===== src/rtl/muldiv_pkg.sv =====
// Shared definitions for the iterative multiply/divide unit: op codes,
// FSM states and the iteration counter sizing helper.
package muldiv_pkg;

    localparam logic [1:0] OP_MULT  = 2'b00;
    localparam logic [1:0] OP_MULTU = 2'b01;
    localparam logic [1:0] OP_DIV   = 2'b10;
    localparam logic [1:0] OP_DIVU  = 2'b11;

    typedef enum logic [1:0] {
        IDLE,
        MUL,
        DIV,
        FIX
    } state_t;

    // Ceiling log2; the counter is sized with clog2(WIDTH+1) so it can hold WIDTH.
    function automatic int clog2(input int value);
        int result;
        result = 0;
        for (int i = 0; i < 31; i++) begin
            if ((1 << i) < value) begin
                result = i + 1;
            end
        end
        return result;
    endfunction

endpackage


===== src/rtl/muldiv_if.sv =====
// Pipeline-side bundle of the multiply/divide unit: issue, MTHI/MTLO writes,
// hazard signalling and the architectural HI/LO registers.
interface muldiv_if #(parameter int WIDTH = 32);

    logic             start;
    logic [1:0]       op;
    logic [WIDTH-1:0] src_a;
    logic [WIDTH-1:0] src_b;
    logic             flush;
    logic             hi_we;
    logic             lo_we;
    logic [WIDTH-1:0] wdata;
    logic             rd_req;
    logic             busy;
    logic             done;
    logic             stall;
    logic [WIDTH-1:0] hi;
    logic [WIDTH-1:0] lo;

    modport master (
        output start, op, src_a, src_b, flush, hi_we, lo_we, wdata, rd_req,
        input  busy, done, stall, hi, lo
    );

    modport slave (
        input  start, op, src_a, src_b, flush, hi_we, lo_we, wdata, rd_req,
        output busy, done, stall, hi, lo
    );

endinterface


===== src/rtl/muldiv_core.sv =====
// One-bit-per-cycle datapath: shift-add multiply or restoring divide on
// unsigned magnitudes. acc holds product-high/remainder, sreg product-low/quotient.
module muldiv_core
    import muldiv_pkg::*;
#(
    parameter int WIDTH = 32
) (
    input  logic             clock,
    input  logic             reset,
    input  logic             load,
    input  logic             step,
    input  logic             mode,
    input  logic [WIDTH-1:0] a_mag,
    input  logic [WIDTH-1:0] b_mag,
    output logic [WIDTH-1:0] res_hi,
    output logic [WIDTH-1:0] res_lo,
    output logic             last
);

    localparam int CNT_W = clog2(WIDTH + 1);

    logic [WIDTH-1:0] acc;
    logic [WIDTH-1:0] sreg;
    logic [WIDTH-1:0] breg;
    logic [CNT_W-1:0] count;

    logic [WIDTH:0]   mul_sum;
    logic [WIDTH:0]   div_shift;
    logic             div_ge;
    logic [WIDTH-1:0] div_rem;
    logic [WIDTH-1:0] acc_next;
    logic [WIDTH-1:0] sreg_next;

    // When the trial subtraction succeeds the true difference is below the
    // divisor, so the modular WIDTH-bit difference is exact.
    always_comb begin
        mul_sum   = {1'b0, acc} + {1'b0, (sreg[0] ? breg : {WIDTH{1'b0}})};
        div_shift = {acc, sreg[WIDTH-1]};
        div_ge    = (div_shift >= {1'b0, breg});
        div_rem   = div_shift[WIDTH-1:0] - breg;
        acc_next  = mul_sum[WIDTH:1];
        sreg_next = {mul_sum[0], sreg[WIDTH-1:1]};
        if (mode) begin
            if (div_ge) begin
                acc_next  = div_rem;
                sreg_next = {sreg[WIDTH-2:0], 1'b1};
            end else begin
                acc_next  = div_shift[WIDTH-1:0];
                sreg_next = {sreg[WIDTH-2:0], 1'b0};
            end
        end
    end

    always_ff @(posedge clock) begin
        if (reset) begin
            acc   <= '0;
            sreg  <= '0;
            breg  <= '0;
            count <= '0;
        end else if (load) begin
            acc   <= '0;
            sreg  <= a_mag;
            breg  <= b_mag;
            count <= '0;
        end else if (step) begin
            acc   <= acc_next;
            sreg  <= sreg_next;
            count <= count + CNT_W'(1);
        end
    end

    assign res_hi = acc;
    assign res_lo = sreg;
    assign last   = (count == CNT_W'(WIDTH - 1));

endmodule


===== src/rtl/muldiv_unit.sv =====
// MIPS HI/LO multiply/divide unit: issue FSM, sign handling around the
// unsigned core, HI/LO registers with MTHI/MTLO and the MFHI/MFLO stall.
module muldiv_unit
    import muldiv_pkg::*;
#(
    parameter int WIDTH = 32
) (
    input  logic  clock,
    input  logic  reset,
    muldiv_if.slave bus
);

    state_t state;
    state_t state_next;

    logic             accept;
    logic             step;
    logic             busy;
    logic             is_signed;
    logic [WIDTH-1:0] a_mag;
    logic [WIDTH-1:0] b_mag;

    logic             neg_res;
    logic             neg_rem;
    logic             div_zero;
    logic             is_div;
    logic [WIDTH-1:0] a_raw;

    logic [WIDTH-1:0]   core_hi;
    logic [WIDTH-1:0]   core_lo;
    logic               core_last;
    logic [2*WIDTH-1:0] prod_fix;
    logic [WIDTH-1:0]   quot_fix;
    logic [WIDTH-1:0]   rem_fix;
    logic [WIDTH-1:0]   hi_commit;
    logic [WIDTH-1:0]   lo_commit;

    logic [WIDTH-1:0] hi_q;
    logic [WIDTH-1:0] lo_q;
    logic             done_q;

    always_ff @(posedge clock) begin
        if (reset) begin
            state <= IDLE;
        end else begin
            state <= state_next;
        end
    end

    // Flush overrides everything, including a start in the same cycle.
    always_comb begin
        state_next = state;
        accept     = 1'b0;
        step       = 1'b0;
        case (state)
            IDLE: begin
                if (bus.start) begin
                    accept     = 1'b1;
                    state_next = bus.op[1] ? DIV : MUL;
                end
            end
            MUL, DIV: begin
                step = 1'b1;
                if (core_last) begin
                    state_next = FIX;
                end
            end
            FIX:     state_next = IDLE;
            default: state_next = IDLE;
        endcase
        if (bus.flush) begin
            state_next = IDLE;
            accept     = 1'b0;
            step       = 1'b0;
        end
    end

    assign is_signed = ~bus.op[0];
    assign a_mag     = (is_signed && bus.src_a[WIDTH-1]) ? -bus.src_a : bus.src_a;
    assign b_mag     = (is_signed && bus.src_b[WIDTH-1]) ? -bus.src_b : bus.src_b;

    always_ff @(posedge clock) begin
        if (reset) begin
            neg_res  <= 1'b0;
            neg_rem  <= 1'b0;
            div_zero <= 1'b0;
            is_div   <= 1'b0;
            a_raw    <= '0;
        end else if (accept) begin
            neg_res  <= is_signed & (bus.src_a[WIDTH-1] ^ bus.src_b[WIDTH-1]);
            neg_rem  <= is_signed & bus.src_a[WIDTH-1];
            div_zero <= (bus.src_b == '0);
            is_div   <= bus.op[1];
            a_raw    <= bus.src_a;
        end
    end

    muldiv_core #(.WIDTH(WIDTH)) u_core (
        .clock  (clock),
        .reset  (reset),
        .load   (accept),
        .step   (step),
        .mode   (state == DIV),
        .a_mag  (a_mag),
        .b_mag  (b_mag),
        .res_hi (core_hi),
        .res_lo (core_lo),
        .last   (core_last)
    );

    // Divide-by-zero bypasses the magnitude result and returns the raw dividend.
    always_comb begin
        prod_fix  = neg_res ? -{core_hi, core_lo} : {core_hi, core_lo};
        quot_fix  = neg_res ? -core_lo : core_lo;
        rem_fix   = neg_rem ? -core_hi : core_hi;
        hi_commit = prod_fix[2*WIDTH-1:WIDTH];
        lo_commit = prod_fix[WIDTH-1:0];
        if (is_div) begin
            if (div_zero) begin
                hi_commit = a_raw;
                lo_commit = {WIDTH{1'b1}};
            end else begin
                hi_commit = rem_fix;
                lo_commit = quot_fix;
            end
        end
    end

    always_ff @(posedge clock) begin
        if (reset) begin
            hi_q   <= '0;
            lo_q   <= '0;
            done_q <= 1'b0;
        end else begin
            done_q <= 1'b0;
            if (state == FIX && !bus.flush) begin
                hi_q   <= hi_commit;
                lo_q   <= lo_commit;
                done_q <= 1'b1;
            end else if (state == IDLE) begin
                if (bus.hi_we) hi_q <= bus.wdata;
                if (bus.lo_we) lo_q <= bus.wdata;
            end
        end
    end

    assign busy      = (state != IDLE);
    assign bus.busy  = busy;
    assign bus.done  = done_q;
    assign bus.stall = bus.rd_req & (busy | bus.start);
    assign bus.hi    = hi_q;
    assign bus.lo    = lo_q;

endmodule


===== src/flat_wrapper.sv =====
// flat-port wrapper written by rule: the top's interface ports become plain ports
module muldiv_unit_flat import muldiv_pkg::*;
#(
    parameter int WIDTH = 32
)
  (clock, reset, bus_start, bus_op, bus_src_a, bus_src_b, bus_flush, bus_hi_we, bus_lo_we, bus_wdata, bus_rd_req, bus_busy, bus_done, bus_stall, bus_hi, bus_lo);
  muldiv_if #(.WIDTH(WIDTH)) bus_i ();
  input  logic clock;
  input  logic reset;
  input wire logic [$bits(bus_i.start)-1:0] bus_start;
  input wire logic [$bits(bus_i.op)-1:0] bus_op;
  input wire logic [$bits(bus_i.src_a)-1:0] bus_src_a;
  input wire logic [$bits(bus_i.src_b)-1:0] bus_src_b;
  input wire logic [$bits(bus_i.flush)-1:0] bus_flush;
  input wire logic [$bits(bus_i.hi_we)-1:0] bus_hi_we;
  input wire logic [$bits(bus_i.lo_we)-1:0] bus_lo_we;
  input wire logic [$bits(bus_i.wdata)-1:0] bus_wdata;
  input wire logic [$bits(bus_i.rd_req)-1:0] bus_rd_req;
  output wire logic [$bits(bus_i.busy)-1:0] bus_busy;
  output wire logic [$bits(bus_i.done)-1:0] bus_done;
  output wire logic [$bits(bus_i.stall)-1:0] bus_stall;
  output wire logic [$bits(bus_i.hi)-1:0] bus_hi;
  output wire logic [$bits(bus_i.lo)-1:0] bus_lo;
  assign bus_i.start = bus_start;
  assign bus_i.op = bus_op;
  assign bus_i.src_a = bus_src_a;
  assign bus_i.src_b = bus_src_b;
  assign bus_i.flush = bus_flush;
  assign bus_i.hi_we = bus_hi_we;
  assign bus_i.lo_we = bus_lo_we;
  assign bus_i.wdata = bus_wdata;
  assign bus_i.rd_req = bus_rd_req;
  assign bus_busy = bus_i.busy;
  assign bus_done = bus_i.done;
  assign bus_stall = bus_i.stall;
  assign bus_hi = bus_i.hi;
  assign bus_lo = bus_i.lo;
  muldiv_unit #(.WIDTH(WIDTH)) u_core (.clock(clock), .reset(reset), .bus(bus_i));
endmodule

===== config.mk =====
export PLATFORM = sky130hd
export DESIGN_NAME = muldiv_unit_flat
export DESIGN_NICKNAME = d
export VERILOG_FILES = /design/src/rtl/muldiv_pkg.sv /design/src/rtl/muldiv_if.sv /design/src/rtl/muldiv_core.sv /design/src/rtl/muldiv_unit.sv /design/src/flat_wrapper.sv
export SDC_FILE = /design/constraint.sdc
export NUM_CORES = 1
export LEC_CHECK = 0
export CAP_MARGIN = 0
export CORE_MARGIN = 2
export CORE_UTILIZATION = 41
export CTS_CLUSTER_SIZE = 16
export DETAILED_ROUTE_END_ITERATION = 16
export GPL_TIMING_DRIVEN = 1
export PLACE_DENSITY_LB_ADDON = 0.05
export SYNTH_ARGS = -nofsm -noshare
export SYNTH_HDL_FRONTEND = slang
export SYNTH_SLANG_ARGS = --single-unit

===== constraint.sdc =====
create_clock -name clock -period 3 [get_ports clock]
set_input_delay 0.6 -clock clock [delete_from_list [all_inputs] [get_ports clock]]
set_output_delay 0.6 -clock clock [all_outputs]
set_load 0.005 [all_outputs]

; Word level (Yosys, flattened, before mapping)
; Cells that the tools add are included.
[classes]
bitwise = 6
add_sub_neg = 8
reduce_logical = 17
n_lt_le_gt_ge = 1
mux = 32
n_eq_ne = 6
[op_table]
columns = op, count
row1 = $mux W32, 20
row2 = $neg A32 Y32, 4
row3 = $mux W64, 1
row4 = $neg A64 Y64, 1
row5 = $add A32 B32 Y33, 1
row6 = $ge A33 B32 Y1, 1
row7 = $logic_not A32 Y1, 1
row8 = $sub A32 B32 Y32, 1
row9 = $reduce_bool A2 Y1, 5
row10 = $mux W1, 7
row11 = $add A6 B1 Y6 const B, 1
row12 = $eq A6 B5 Y1 const B, 1
row13 = $mux W2, 3
row14 = $pmux W2 S3, 1
row15 = $reduce_and A2 Y1, 3
row16 = $reduce_or A2 Y1, 3
row17 = $eq A2 B2 Y1 const B, 2
row18 = $and A1 B1 Y1, 3
row19 = $logic_and A1 B1 Y1, 3
row20 = $eq A2 B1 Y1 const B, 1
row21 = $logic_not A2 Y1, 1
row22 = $ne A2 B1 Y1 const B, 1
row23 = $ne A2 B2 Y1 const B, 1
row24 = $logic_not A1 Y1, 1
row25 = 3 further kinds, 3
[totals]
output_inout_bits = 67
regBits = 205

; Longest topological paths before layout
; Gate-level depths: netlist of the first run.
[depth]
ltp_word = 6
ltp_mapped = 15

; Cells and area by module
; A second synthesis of the first run with hierarchy kept.
[hier_totals]
hier_cells = 2178
hier_area_um2 = 16636.0
[modules_own_cells]
columns = mod, cells_per_inst, instances, area_per_inst_um2, seq_area_each_um2
row1 = muldiv_core, 1098, 1, 8528.2, 2042.0
row2 = muldiv_unit, 1080, 1, 8107.8, 2062.0

; Worst setup path before layout of the first run
; OpenSTA, ideal clock, no wires.
[synth_timing]
path_type = register -> register
from = register u_core.u_core.breg[11]
to = register u_core.u_core.acc[18], in the netlist u_core.u_core.res_hi[18]
setup_time_ns = 0.116
path_buffers = 3
stages_incl_launch_ff = 15
synth_period_minus_slack_ns = 3.234
t_arrival_ns = 3.118
t_required_ns = 2.884
slack_ns = -0.234
path_cell_list = dfxtp_1 > inv_1 > ha_1 > clkbuf_1 > nand4_1 > or4_1 > or4_1 > nand2_1 > o21a_1 > and2_1 > buf_2 > buf_4 > mux2_2 > a21oi_1 > nor2_1
[synth_between]
elab_chain_cells = 3
word_cells_on_any_way = 6
classes_between = 2 x add/sub / 1 x order compare / 3 x mux
[synth_rtl]
columns = element, line_no
row1 = "start, declared", muldiv_core.sv:24  ; logic [WIDTH-1:0] breg;
row2 = "start signal, assigned", muldiv_core.sv:63  ; breg <= b_mag;
row3 = "$mux W32, or another cell as far along", muldiv_core.sv:37  ; mul_sum = {1'b0, acc} + {1'b0, (sreg[0] ? breg : {WIDTH{1'b0}})};
row4 = $add A32 B32 Y33 or $mux W32 (tied branches), "muldiv_core.sv:37, muldiv_core.sv:44"
row5 = $mux W32 (*), muldiv_core.sv:43  ; if (mode) begin
row6 = "end signal, assigned", muldiv_core.sv:66  ; acc <= acc_next;
row7 = "end, declared", muldiv_core.sv:22  ; logic [WIDTH-1:0] acc;
; Every way passes the cells marked *; elsewhere a longest branch is shown, timed or not.
; A chain may end at the register's enable or synchronous reset.

; Worst setup path in the final report of the first run
[layout_timing]
from = register u_core.u_core.breg[9]
to = register u_core.u_core.acc[13], in the netlist u_core.u_core.res_hi[13]
; The elaborated chain is that of the path after synthesis.

==> flow_results.org, run 1 <==
** Logic synthesis
- Yosys mapped a number of flops with a built-in enable equal to 0.
- For this run, the register share of the synthesized area comes to 0.253.
- Mapped cell area :: 16200 µm²
- Proportion of register bits with asynchronous set or reset after synthesis :: 0
- The synthesized design spends more area on one cell type than any other, namely dfxtp_1.
- Largest cells by area after synthesis :: dfxtp_1 25%, mux2i_1 7.3%, xor2_1 6.4%
- Of the total synthesized cell area, the portion taken by XOR and XNOR cells is 0.0972.
- Distinct cell type count after synthesis :: 74
- Top cell types by occurrence after synthesis :: 225 x nand2_1, 205 x dfxtp_1, 199 x nor2_1, 184 x a21oi_1, 151 x o21ai_0
- Arithmetic-cell share of the synthesized area counting full adders, half adders and majority gates :: 0.0580
- Compound-gate portion of the synthesized area :: 0.258
- Number of warnings printed during yosys synthesis :: 0
- Top-count cell post-synth :: nand2_1
- By area, the combinational part of the netlist is dominated by compound AO/OA/AOI/OAI gates.
- Of the post-synthesis cell area, the dominant cell type holds 0.253.
- Mux contribution to synthesized area :: 0.0825
- Total nets after synthesis :: 2327
- Synthesis produced a netlist whose cell count is 2148.
- In the synthesized netlist the dominant register cell turns out to be dfxtp_1.
- The synthesized design contains 205 register bits.
- Area share of and/or/nand/nor cells after synthesis :: 0.195
- Averaged over all synthesized cells, the footprint is 7.55 µm².

** Global routing
- Gr ovfl total :: 0
- The first global-routing pass estimated 101 mm of wire.
- The via count of the first global-routing pass came to 17100.
- Initial antenna violation count :: 1
- Across every metal layer, demand over resource in global routing totals 0.316.
- Entering global routing, the biggest net connects 113 pins.

** Floorplanning
- For this configuration, the core starts out at a cell density of 0.418.
- Core region area :: 38800 µm²
- In this run the core area contains 72 standard-cell rows.
- The die covers 41200 µm².
- The floorplan step set the die width to 203 µm.
- Top-level port count :: 172
- Die height :: 203 µm

** Detailed routing
- The routed layout has 17900 vias.
- Post-DRT Antenna Nets :: 0
- Drt initial violations :: 1540
- Total length of routed wires :: 67.0 mm
- Before antenna repair, the detailed router went through 5 iterations.
- In the routed design, unresolved DRC markers number 0.
- Average via count per standard cell :: 5.80
- WL/cell :: 21.8 µm

** Placed design
- Post-DP HPWL :: 51.7 mm
- Routability-driven placement finished with a final weighted congestion of 0.913.
- Count of buffers from port buffering :: 171

** Clocking
- Clock insertion delay at the later pin of the skew report :: 560 ps
- Sinks on Clock Net :: 205
- The tree is rooted in a clkbuf_16.
- CTS tree :: yes
- H-tree levels :: 1
- Clock Path Buffers :: 3
- Clock-pin slew was measured on the worst setup and hold paths at 60 ps.
- Number of buffers added by the clock tree synthesis step :: 27

** STA
- For the pin with the worst max-slew slack, the measured transition is 940 ps.
- Peak clock frequency supported by timing :: 319 MHz
- Final critical-path required period :: 3140 ps
- Setup total negative slack on the finished layout was measured at -1940 ps.
- Headroom to the max-slew limit came out at 0.373.
- Share of the cycle needed by the critical path after routing :: 1.05
- Setup violation total in the final timing report :: 29
- The number of hold-slack violations in the final timing report came to 0.
- Setup repair after global routing could not meet its margin everywhere.
- Across all setup checks in the final design, the least slack found is -139 ps.
- Clock skew on the completed layout was measured at 23.7 ps.
- Slew Viols, Final :: 0
- The tightest hold path in the finished design has a slack of 460 ps.

** Finish
- Fraction of layout instances using a drive strength above 1 :: 0.233
- From synthesis to final layout, the design area changed by 39.5%.
- The final layout contains 2721 nets.
- Final antenna diode count :: 0

** Power
- The analysis attributes to cell leakage a power of 9.13 nW.
- Total power density per cell area :: 444 nW/µm²
- The completed layout was analyzed and its total power is 10.1 mW.
- IR analysis of the VDD net gives a maximum drop of 0.362 mV.

** Critical path
- Crit path DAT :: 3590 ps
- Kind of end point of the critical path :: flop
- The startpoint identified for the worst register-to-register timing path is u_core.u_core.breg[9].
- For the worst setup path, the data required time is 3450 ps.
- The most critical setup path has its startpoint at u_core.u_core.breg[9].
- The worst setup path is launched from a flop.
- Kind of critical path :: flop to flop
- The worst register-to-register path has a setup slack of -140 ps.
- Along the worst path, the maximum fanout reaches 5.

** Run status
- Violated checks :: setup timing
- Run status :: complete, but fails checks

** Job
- Maxcap violations :: 0

** Hold path
- The tightest min-delay check is of the flop to flop type.
- In this run the most critical hold path is launched from u_core.a_raw[23].
## flip-flops by register name, summed over array words and instances, names as in the netlist, 2 cells and up
register / cells
u_core.a_raw: 32
u_core.bus.hi: 32
u_core.state: 2
u_core.u_core.res_lo: 32
u_core.u_core.breg: 32
u_core.u_core.count: 6
u_core.u_core.res_hi: 32
u_core.bus.lo: 32
## cells in the final DEF (no fill, tap or decap), types with 13 or more instances in the layout
| cell | n |
|---|---|
| ha_4 | 15 |
| nor4_1 | 14 |
| xor2_1 | 116 |
| nand4_1 | 16 |
| clkbuf_16 | 27 |
| nor2_1 | 194 |
| or3_1 | 22 |
| mux2i_1 | 119 |
| a221o_1 | 14 |
| a221oi_1 | 33 |
| nor3_1 | 59 |
| o21ai_1 | 26 |
| o21ai_0 | 113 |
| clkdlybuf4s50_1 | 170 |
| ha_1 | 56 |
| a21oi_1 | 167 |
| xnor2_1 | 61 |
| nand3_1 | 30 |
| a31oi_1 | 15 |
| o31ai_1 | 24 |
| o21a_1 | 14 |
| buf_4 | 339 |
| a21oi_2 | 17 |
| a21o_1 | 30 |
| nand2_1 | 219 |
| inv_1 | 47 |
| o211ai_1 | 15 |
| a211oi_1 | 54 |
| o21ai_2 | 13 |
| nand2b_1 | 19 |
| dfxtp_1 | 185 |
## per-layer routing
metal	vias up	global-route usage	routed length, µm
li1	8577	-	-
met1	8459	0.455	30700
met2	713	0.467	28100
met3	106	0.0730	6350
met4	0	0.0941	1860
met5	-	0	0
## worst paths after layout
path	to	cells after the start
worst max register to register	u_core.u_core.res_hi[13]	12
worst min register to register	u_core.a_raw[23]	2
worst min-delay path	u_core.a_raw[23]	2
worst max-delay path	u_core.u_core.res_hi[13]	12
## cell families after synthesis
kind of cell	count (synthesis)
buffers and inverters	234
adder cells (fa/ha/maj)	74
AO/OA/AOI/OAI	646
multiplexers	132
AND/OR/NAND/NOR	677
flip-flops	205
XOR/XNOR	180
## area by class of cell
cell class | instances | area [µm²]
Clock inverter | 11 | 148
Fill cell | 3633 | 16200
Sequential cell | 205 | 4150
Clock buffer | 37 | 793
Inverter | 63 | 267
Timing Repair Buffer | 535 | 4650
Multi-Input combinational cell | 1710 | 12000
Tap cell | 518 | 648
## worst max-delay path, cell delays in order (launching register included)
cell,delay (ps)
dfxtp_1,350
inv_2,100
ha_4,300
nand4_1,110
or4_4,530
or4_4,510
nand3_2,90
o21a_1,140
and2_4,230
buf_12,140
mux2_4,300
a22oi_2,150
a21oi_1,80
## per-stage QoR
stage | cell area, µm² | worst slack (ps) | std cells | util
after floorplan | 16300 | 0.902 | 2148 | -
after CTS | 22200 | -146 | 3069 | 0.571
after global placement | 20700 | -403 | 3006 | 0.533
after detailed placement | 20700 | -435 | 3006 | 0.533
after global routing | 22600 | -243 | 3079 | 0.583
final | 22600 | -139 | 3079 | 0.583
## where the power goes
part           switching [mW]  internal, mW
Clock                    1.34          2.10
Sequential              0.171          2.91
Combinational            1.90          1.63
## what timing repair did
action | 4_1_cts | 5_1_grt
gates cloned | 2 | 1
resized for setup | 123 | 117
buffers inserted | 13 | 13
endpoints found under the setup margin | 52 | 63
pin swaps | 28 | 64
hold buffers | 0 | 0
(Power assumes the default switching activity.)
==> run 2: changes to the inputs <==
- CORE_MARGIN: 2 -> not set
- DONT_BUFFER_PORTS: not set -> 1
==> flow_results.org, run 2 (synthesis results as in run 1) <==
** Run status
- Run status :: complete, but fails checks (unchanged)
- Violated checks: setup timing (unchanged).

** Floorplanning
- The die height was 201 µm (was 203 µm).
- The area of the core came to 38800 µm² (unchanged).
- The count of pins on the block boundary is 172 (unchanged).
- The starting utilization of the core area was 0.418 (unchanged).
- The row count was 72 (unchanged).
- The total die area is 40400 µm² (was 41200 µm²).
- The width of the chip came to 201 µm (was 203 µm).

** STA
- The count of final max-slew check failures was 0 (unchanged).
- The setup clock skew after layout is 13.2 ps (was 23.7 ps).
- The slack of the critical path was -98.6 ps (was -139 ps).
- Share of the cycle needed by the critical path after routing :: 1.03 (was 1.05)
- Setup repair after global routing missed its margin: yes (unchanged).
- The final hold slack came to 107 ps (was 460 ps).
- The shortest period the worst path allows is 3100 ps (was 3140 ps).
- The fmax was 323 MHz (was 319 MHz).
- Slew at the pin closest to its max-slew limit :: 992 ps (was 940 ps)
- Setup violation total in the final timing report :: 22 (was 29)
- The relative slew slack was 0.339 (was 0.373).
- The number of hold-slack violations in the final timing report came to 0 (unchanged).

** Placed design
- The number of input and output port buffers inserted is 0 (was 171).
- The final estimated routing congestion in global placement is 0.959 (was 0.913).
- The half-perimeter wire length of the detailed placement result was 51.1 mm (was 51.7 mm).

** Detailed routing
- Drt initial violations :: 1545 (was 1540)
- Total length of routed wires :: 66.6 mm (was 67.0 mm)
- Router iterations before antenna repair :: 5 (unchanged)
- The via count of the routed design is 17100 (was 17900).
- The detailed-route DRC error count is 0 (unchanged).
- Average via count per standard cell :: 6.01 (was 5.80)
- The remaining antenna violation count after routing came to 0 (unchanged).
- WL/cell :: 23.5 µm (was 21.8 µm)

** Global routing
- The largest net degree at the start of global routing was 156 (was 113).
- Global-route track usage on met3 :: 0.0893 (was 0.0730)
- The overall overflow remaining after global route came to 0 (unchanged).
- Total routing resource utilization after global routing :: 0.318 (was 0.316)
- M2 GR Usage :: 0.476 (was 0.467)
- The busiest layer in global routing was met2 (unchanged).
- The global-route met1 utilization was 0.444 (was 0.455).
- Via count of the first global-routing pass :: 16200 (was 17100)
- Wire length of the first global-routing pass :: 98.8 mm (was 101 mm)
- Initial antenna violation count :: 1 (unchanged)

** Power
- Relative contribution of combinational cells to total power :: 0.316 (was 0.351)
- The internal cell power was 6.36 mW (was 6.64 mW).
- The net switching component of the power is 3.24 mW (was 3.41 mW).
- The power density relative to cell area was 475 nW/µm² (was 444 nW/µm²).
- The switching share of power came to 0.337 (was 0.339).
- The peak ir drop on the vdd network came to 0.368 mV (was 0.362 mV).
- Post-route total power :: 9.60 mW (was 10.1 mW)
- The portion of total power attributed to sequential cells came to 0.321 (was 0.306).
- The static leakage came to 8.14 nW (was 9.13 nW).
- Part of the total power dissipated in the clock network :: 0.362 (was 0.343)

** Critical path
- The worst reg2reg path depth was 12 (unchanged).
- The startpoint of the worst-slack reg-to-reg timing path is u_core.u_core.breg[7] (was u_core.u_core.breg[9]).
- The endpoint arrival time on the critical path is 3550 ps (was 3590 ps).
- CP max FO :: 5 (unchanged)
- Register-to-register path setup slack :: -100 ps (was -140 ps)
- Endpoint required time on the critical path :: 3450 ps (about the same)
- The reg-to-reg endpoint was u_core.u_core.res_hi[13] (unchanged).
- Kind of critical path :: flop to flop (unchanged)
- The startpoint type of the worst setup path was a flop (unchanged).
- Kind of end point of the critical path :: flop (unchanged)

** Hold path
- The launch point of the worst hold path is bus_flush (was u_core.a_raw[23]).
- The class of the tightest hold or removal check is input port to flop (was flop to flop).
- Hold Crit Endpoint :: u_core.state[1] (was u_core.a_raw[23])
- The number of cells traversed by the worst hold path was 1 (was 2).

** Finish
- The total area of multi-input combinational cells came to 11900 µm² (was 12000 µm²).
- Commonest cells after routing, fill and taps aside :: 268 x buf_4, 218 x nand2_1, 196 x nor2_1 (was 339 x buf_4, 219 x nand2_1, 194 x nor2_1)
- The number of antenna repair diodes is 0 (unchanged).
- The layout overhead on the synthesized area came to 24.7% (was 39.5%).
- The share of final-layout standard cells stronger than drive strength 1 came to 0.214 (was 0.233).
- The storage element area was 4130 µm² (was 4150 µm²).
- The most common cell after layout, fill and taps aside is buf_4 (unchanged).
- Fill cells :: 3805 (was 3633)
- Total Nets Final :: 2480 (was 2721)

** Clocking
- The master cell of the clock root buffer is clkbuf_16 (unchanged).
- The total of hold buffers inserted after clock tree synthesis came to 0 (unchanged).
- Clock edge transition at the registers on the reported setup and hold paths :: 60 ps (about the same)
- CTS tree :: yes (unchanged)
- Clock Path Buffers :: 3 (unchanged)
- H-tree levels :: 1 (unchanged)
- The clock insertion delay at the later pin of the skew report was 570 ps (was 560 ps).
- The number of clock sinks came to 205 (unchanged).
- Number of buffers added by the clock tree synthesis step :: 26 (was 27)

** Job
- The number of max-cap violations came to 0 (unchanged).
[run 2: critical path, cell delays in order, from the launching register on]
cell	delay, ps
dfxtp_2	330
inv_2	50
ha_4	260
nand4_1	190
or4_4	570
or4_4	440
nand3_2	90
o21a_1	160
and2_4	220
buf_6	140
mux2_4	310
a22oi_2	150
a21oi_1	80
[run 2: how the worst max path moves through the flow]
| stage | start | slack [ps] | endpoint |
|---|---|---|---|
| 2_1_floorplan | u_core.u_core.breg[7] | 0.9 | u_core.u_core.res_hi[18] |
| 3_3_place_gp | u_core.u_core.res_lo[0] | -210 | u_core.u_core.res_hi[23] |
| 3_5_place_dp | u_core.u_core.res_lo[0] | -260 | u_core.u_core.res_hi[23] |
| 4_1_cts | u_core.u_core.res_lo[0] | -140 | u_core.u_core.res_hi[23] |
| 5_1_grt | u_core.u_core.breg[7] | -190 | u_core.u_core.res_hi[13] |
| 6_report | u_core.u_core.breg[7] | -100 | u_core.u_core.res_hi[13] |
[run 2: through the flow]
stage	setup TNS (ps)	setup slack (ps)	util	cell area, µm²	instances
2_1_floorplan	0	0.902	-	16300	2148
4_1_cts	-642	-138	0.508	19700	2825
3_3_place_gp	-4200	-214	0.475	18400	2767
5_1_grt	-3460	-188	0.521	20200	2838
6_report	-1020	-98.6	0.521	20200	2838
3_5_place_dp	-5070	-258	0.475	18400	2767
[run 2: layout make-up]
class                      instances  area share
tap                              518      0.0320
inverter                          63      0.0121
timing repair buffer             295       0.119
sequential                       205       0.204
clock inverter                    11     0.00860
multi-input combinational       1710       0.587
clock buffer                      36      0.0380
[run 2: repair_timing]
action,4_1_cts,5_1_grt
pin swaps,31,62
setup buffers,10,14
resized for setup,86,104
gates cloned,1,0
endpoints found under the setup margin,44,58
[run 2: per-layer routing]
layer	part of all wire	wire length [µm]
met2	0.42	28100
met4	0.025	1660
met1	0.45	30100
met5	0.00020	13
met3	0.10	6710
[run 2: power groups by stage]
stage	clock [mW]	combinational, mW	sequential (mW)
2_1_floorplan	0	1.71	3.08
3_3_place_gp	0	2.66	3.13
3_5_place_dp	0	2.67	3.13
4_1_cts	3.52	2.84	3.08
5_1_grt	3.62	3.26	3.10
6_report	3.48	3.04	3.08
